[src/rtl/lfsr_range_sampler.sv]
// rtl/lfsr_range_sampler.sv - bounded random draw from an LFSR sample via restoring remainder
//
// Captures one LFSR sample on request and reduces it modulo `bound` with a
// bit-serial restoring remainder (one quotient bit per clock, WIDTH steps).
// A bound of zero skips the reduction and returns the raw sample.
//
// Ports:
//   clk      in   1      rising-edge clock (shared with the LFSR)
//   resetn   in   1      asynchronous active-low reset
//   rand_in  in   WIDTH  current LFSR output, captured on the accept edge only
//   req      in   1      draw request, level-sensitive, taken only while ready=1
//   bound    in   WIDTH  exclusive upper bound, captured with rand_in
//   ready    out  1      idle, able to accept a request
//   valid    out  1      one-cycle pulse, result is new this cycle
//   result   out  WIDTH  last completed draw, held until the next completion

module lfsr_range_sampler #(
    parameter int WIDTH = 32
) (
    input  logic             clk,
    input  logic             resetn,
    input  logic [WIDTH-1:0] rand_in,
    input  logic             req,
    input  logic [WIDTH-1:0] bound,
    output logic             ready,
    output logic             valid,
    output logic [WIDTH-1:0] result
);

    localparam int CW = $clog2(WIDTH + 1);

    typedef enum logic [1:0] {
        S_IDLE = 2'd0,
        S_DIV  = 2'd1,
        S_DONE = 2'd2
    } state_t;

    state_t           state;
    state_t           state_nxt;

    logic [WIDTH-1:0] dividend;
    logic [WIDTH-1:0] divisor;
    logic [WIDTH:0]   rem;
    logic [WIDTH:0]   rem_s;
    logic [WIDTH:0]   rem_nxt;
    logic [CW-1:0]    cnt;
    logic             accept;
    logic             last_step;

    // The shifted remainder needs WIDTH+1 bits: with a divisor above
    // 2^(WIDTH-1) the stored remainder can have its top data bit set, and
    // shifting it left must not drop that bit before the compare.
    // rem itself always holds a value below divisor, so shifting the whole
    // register and keeping WIDTH+1 bits equals {rem[WIDTH-1:0], msb}.
    always_comb begin
        rem_s   = (rem << 1) | {{WIDTH{1'b0}}, dividend[WIDTH-1]};
        rem_nxt = rem_s;
        if (rem_s >= {1'b0, divisor}) begin
            rem_nxt = rem_s - {1'b0, divisor};
        end
    end

    assign last_step = (cnt == CW'(WIDTH - 1));
    assign accept    = (state == S_IDLE) && req;

    // State register
    always_ff @(posedge clk or negedge resetn) begin
        if (!resetn) begin
            state <= S_IDLE;
        end else begin
            state <= state_nxt;
        end
    end

    // Next state and outputs; ready depends on state only, so the accept
    // decision never loops back through valid.
    always_comb begin
        state_nxt = state;
        ready     = 1'b0;
        valid     = 1'b0;
        case (state)
            S_IDLE: begin
                ready = 1'b1;
                if (req) begin
                    state_nxt = (bound == '0) ? S_DONE : S_DIV;
                end
            end
            S_DIV: begin
                if (last_step) begin
                    state_nxt = S_DONE;
                end
            end
            S_DONE: begin
                valid     = 1'b1;
                state_nxt = S_IDLE;
            end
            default: begin
                state_nxt = S_IDLE;
            end
        endcase
    end

    // Datapath
    always_ff @(posedge clk or negedge resetn) begin
        if (!resetn) begin
            dividend <= '0;
            divisor  <= '0;
            rem      <= '0;
            cnt      <= '0;
            result   <= '0;
        end else if (accept) begin
            dividend <= rand_in;
            divisor  <= bound;
            rem      <= '0;
            cnt      <= '0;
            if (bound == '0) begin
                result <= rand_in;
            end
        end else if (state == S_DIV) begin
            dividend <= dividend << 1;
            rem      <= rem_nxt;
            cnt      <= cnt + CW'(1);
            if (last_step) begin
                result <= rem_nxt[WIDTH-1:0];
            end
        end
    end

endmodule

[config.mk]
export PLATFORM = sky130hd
export DESIGN_NAME = lfsr_range_sampler
export DESIGN_NICKNAME = d
export VERILOG_FILES = /design/src/rtl/lfsr_range_sampler.sv
export SDC_FILE = /design/constraint.sdc
export NUM_CORES = 1
export LEC_CHECK = 0
export ABC_AREA = 0
export CORE_MARGIN = 2
export CORE_UTILIZATION = 53
export CTS_CLUSTER_SIZE = 14
export DETAILED_ROUTE_END_ITERATION = 8
export PLACE_DENSITY = 0.86
export SYNTH_ARGS = -nofsm -noshare
export SYNTH_HDL_FRONTEND = slang
export SYNTH_SLANG_ARGS = --single-unit
export TNS_END_PERCENT = 5
[constraint.sdc]
create_clock -name clk -period 7.6 [get_ports clk]
set_clock_uncertainty 0.05 [all_clocks]
set_input_delay 2.28 -clock clk [delete_from_list [all_inputs] [get_ports clk]]
set_output_delay 2.28 -clock clk [all_outputs]
set_load 0.005 [all_outputs]
; Word-level counts from Yosys, hierarchy flattened
; Cells that the tools add are included.
[totals]
reg_bits = 136
latchBits = 0
ram_bits = 0
romBits = 0
inputBits = 67
output_inout_bits = 34
wordCells = 40
memories = 0
[op_classes]
add_sub_neg = 2
mul = 0
div = 0
magnitude_cmp = 1
eq_ne = 6
n_shift = 0
muxes = 17
n_bitwise = 1
reduce_logical = 7
[op_table]
columns = operator, n
row1 = 32-bit two-way mux, 9
row2 = 33-bit by 32-bit >= comparator with 1-bit output, 1
row3 = 33-bit by 1-bit OR with 33-bit output, 1
row4 = 32-bit zero test, 1
row5 = 32-bit subtractor, 1
row6 = 6-bit two-way mux, 2
row7 = 6-bit by 1-bit adder with 6-bit output (second input constant), 1
row8 = 6-bit by 5-bit == test with 1-bit output (second input constant), 1
row9 = 2-bit two-way mux, 3
row10 = 2-bit inequality test (second input constant), 2
row11 = 2-bit case mux with 2 select lines, 1
row12 = 2-bit nonzero test, 2
row13 = 3-bit AND reduction, 1
row14 = 2-bit by 1-bit == test with 1-bit output (second input constant), 1
row15 = 2-bit == test (second input constant), 1
row16 = 2-bit zero test, 1
row17 = 1-bit two-way mux, 2
row18 = 2-bit by 1-bit inequality test with 1-bit output (second input constant), 1
row19 = 2-bit AND reduction, 1
row20 = 1-bit logical AND, 1

; Depth between registers and ports, before layout
[logic_depth]
word_depth = 6
depth_mapped = 12
depth_no_buf = 12

; Worst setup path after synthesis
; OpenSTA, ideal clock, no wires.
[synth_path]
path_type = input-to-reg
startpoint = input port bound[28]
endpoint = register result[2]
setup_ps = 119
arrival_ps = 3944
t_required_ps = 7431
setup_slack_ps = 3487
path_stages = 8
n_path_buf = 1
cell_sequence = nor4_1 -> nand2_1 -> nor4_1 -> a21oi_1 -> inv_1 -> clkbuf_1 -> o311ai_0 -> o21a_1
[synth_via]
elab_chain_len = 3
[synth_rtl]
columns = item, line
row1 = from (decl), 24  ; input logic [WIDTH-1:0] bound,
row2 = 32-bit zero test, 116  ; if (bound == '0) begin
row3 = 2-bit by 1-bit inequality test with 1-bit output (no source line), -
row4 = 3-bit AND reduction (no source line), -
row5 = to (signal assigned), 117  ; result <= rand_in;
row6 = to (signal assigned), 124  ; result <= rem_nxt[WIDTH-1:0];
row7 = to (decl), 27  ; output logic [WIDTH-1:0] result
; Every way passes these cells.
; A chain may end at the register's enable or synchronous reset.

; Final worst setup path
[layout_path]
startpoint = input port bound[27]
endpoint = register result[2]
; Same word-level chain as after synthesis.

==> results.md <==
* Outcome: complete, no violations
* Initial DRC Count at 940
* CP bufs+invs at 3
* Hold Crit Class: register to register
* RSZ-0062 raised after global routing: no
* Multi-input logic area at 4220 um^2
* Crit path DAT at 5.64 ns
* Syn Nets at 1046
* Largest net degree at the start of global routing at 73
* Area delta synth->final at 20.81%
* Peak VDD IR at 0.3424 mV
* Inserted Clock Buffers at 17
* CP endpoint kind: register
* Vias at 7703
* Pint at 2.955 mW
* Slew Viols, Final at 0
* Register Area at 3403 um^2
* Yosys warns at 0
* Fmax at 0.1862 GHz
* Post-route worst setup slack at 2.229 ns
* Die height at 126.9 um
* Routed Wire Length at 23.77 mm
* CP Launch Point: bound[27]
* Most common cell after layout, fill and taps aside: nand2_1
* Relative slew slack at 24.15%
* Reg-to-reg critical path startpoint: rem[0]$_DFFE_PN0P_
* Initial antenna violation count at 0
* Wirelength per Cell at 19.68 um
* Diode count at 0
* Setup TNS at 0 ns
* Combinational power share at 60.4%
* CTS tree: yes
* Final Hold Viols at 0
* Num rows at 44
* Grt ovf at 0
* Final Net Count at 1112
* Async SR Flop Fraction at 100.0%
* Cell-by-cell listing of the critical path: clkdlybuf4s50_1, nor4_1, nand2_1, nor4_1, a21oi_2, buf_4, inv_1, o311ai_0, o21a_1
* Postcts setup bufs at 0
* Clk Latency, worst-skew pair at 0.44 ns
* R2r setup slk at 2.93 ns
* Slew @ Worst Pin at 1.134 ns
* Crit path max fanout at 37
* Syn avg cell area at 8.468 um^2
* Hpwl dp at 16.63 mm
* Worst Setup EP: result[2]$_DFFE_PN0P_
* Worst reg-to-reg path cell count at 9
* Worst path max stage delay at 0.79 ns
* Netlist Area Pre-Place at 8003 um^2
* Final Setup Violations at 0
* Vias per inst at 6.377
* DRC at 0
* CTS max path bufs at 2
* Layout cell share with drive strength beyond 1 at 5.859%
* First-pass GRT wire length at 38.21 mm
* Slowest cell on the critical path: nor4_1
* Root Buffer: clkbuf_16
* Post_cts resized at 0
* Max Cap Viol at 0
* Hold Crit Depth at 2
* Pre-Repair DR Iteration Count at 6
* Sequential share of the synthesized area at 42.53%
* Vias in the first global route at 7381
* Yosys reg bits at 136
* GPL Wtd Cong at 0.9287
* Filler Cells Inserted at 1205
* Cts hold-fix bufs at 0
* Total GRT Usage at 30.33%
* Num ports at 101
* Pwr/cell area at 576.4 nW/um^2
* Core Box Area at 14640 um^2
* Clk sinks at 136
* Crit path depth at 9
* Die area at 16100 um^2
* NetSw at 2.618 mW
* Tot Pwr at 5.572 mW
* Fin crit share at 70.67%
* Crit Reg-Reg Endpoint: result[31]$_DFFE_PN0P_
* Die X at 126.9 um
* Most common cell type on the critical path: nor4_1
* Clock transition at the registers of the reported paths at 0.06 ns
* Port Buf Inserts at 100
* Clock share of power at 15.6%
* LEAKAGE at 4.224 nW
* WS Path Type: input port to register
* Commonest cells after routing, fill and taps aside: 160 x nand2_1, 136 x dfrtp_1, 99 x clkdlybuf4s50_1
* Post-synth EDFFs at 0
* Routed Antenna Nets at 0
* CP top delay family: simple AND/OR/NAND/NOR gates
* Sequential power share at 24.0%
* Initial Util at 54.65%
* Netlist cell types at 59
* Minimum clock period at 5.371 ns
* H-tree depth at 4
* Worst Path Required at 7.87 ns
* Setup WS pre-CTS at 2.016 ns
* Top FF cell, synth: dfrtp_1
* Post-Syn Instances at 945
* Critical Path Start Type: input port
* Switching share of power at 46.97%
==> state kept, by name (all words and copies together), names as in the netlist <==
signal and count:
divisor 32, state 2, dividend 32, result 32, cnt 6, rem 32
==> cell usage after synthesis (12+ instances only) <==
cell type,count,area (um^2)
o21ai_0,92,460.4
dfrtp_1,136,3403
a211oi_1,12,90.09
o31ai_1,13,97.59
nand3_1,29,145.1
inv_1,40,150.1
clkbuf_1,46,172.7
nor2_1,65,244.0
xnor2_1,12,105.1
a21o_1,22,165.2
a21oi_1,67,335.3
a31oi_1,46,287.8
nand2_1,161,604.3
ha_1,33,412.9
==> cell type report <==
class	instances	area share (%)
clock buffers	19	4.581
clock inverters	13	1.721
inverters	40	1.553
multi-input cells	709	43.65
flip-flops and latches	136	35.20
well taps	184	2.381
repair buffers	107	10.91
==> how the worst min path moves through the flow <==
stage                              to  slack, ns                    from
2_1_floorplan  divisor[0]$_DFFE_PN0P_       0.40  divisor[0]$_DFFE_PN0P_
3_3_place_gp    result[4]$_DFFE_PN0P_       0.41   result[4]$_DFFE_PN0P_
3_5_place_dp    result[4]$_DFFE_PN0P_       0.42   result[4]$_DFFE_PN0P_
4_1_cts         result[4]$_DFFE_PN0P_       0.43   result[4]$_DFFE_PN0P_
5_1_grt         result[3]$_DFFE_PN0P_       0.45   result[3]$_DFFE_PN0P_
6_report        result[4]$_DFFE_PN0P_       0.43   result[4]$_DFFE_PN0P_
==> cells by family after synthesis <==
group	Yosys count	synth area share (%)
flip-flops	136	42.53
XOR/XNOR	23	2.517
buffers and inverters	100	4.956
multiplexers	11	1.376
AO/OA/AOI/OAI	326	25.94
adder cells (fa/ha/maj)	34	5.410
AND/OR/NAND/NOR	315	17.28
==> layer usage <==
layer	GRT usage [%]	up-vias	wire (um)
li1	-	3538	-
met1	38.66	3719	9550
met2	50.16	364	11580
met3	5.652	82	1561
met4	14.29	0	1077
met5	0	-	0
==> metrics by stage <==
step | util [%] | std cells | hold WS [ns] | cell area, um^2
2_1_floorplan | - | 945 | 0.3997 | 8003
3_5_place_dp | 61.86 | 1176 | 0.4192 | 9059
5_1_grt | 66.02 | 1208 | 0.4522 | 9668
4_1_cts | 66.02 | 1208 | 0.4324 | 9668
6_report | 66.02 | 1208 | 0.4260 | 9668
3_3_place_gp | 61.86 | 1176 | 0.4127 | 9059
==> tightest hold or removal path: stages (launching register included) <==
cell     delay [ns]
dfrtp_1        0.34
nand2_1        0.05
o31ai_1        0.05
==> power by group through the flow <==
stage                     Sequential (mW)  Clock (mW)  Combinational, mW
after floorplan                      1.25           0               2.39
after global routing                 1.37       0.904               3.70
final                                1.34       0.871               3.36
after detailed placement             1.33           0               3.26
after global placement               1.32           0               3.19
after CTS                            1.33       0.867               3.31
No activity file was read; power rests on OpenSTA's default activity.
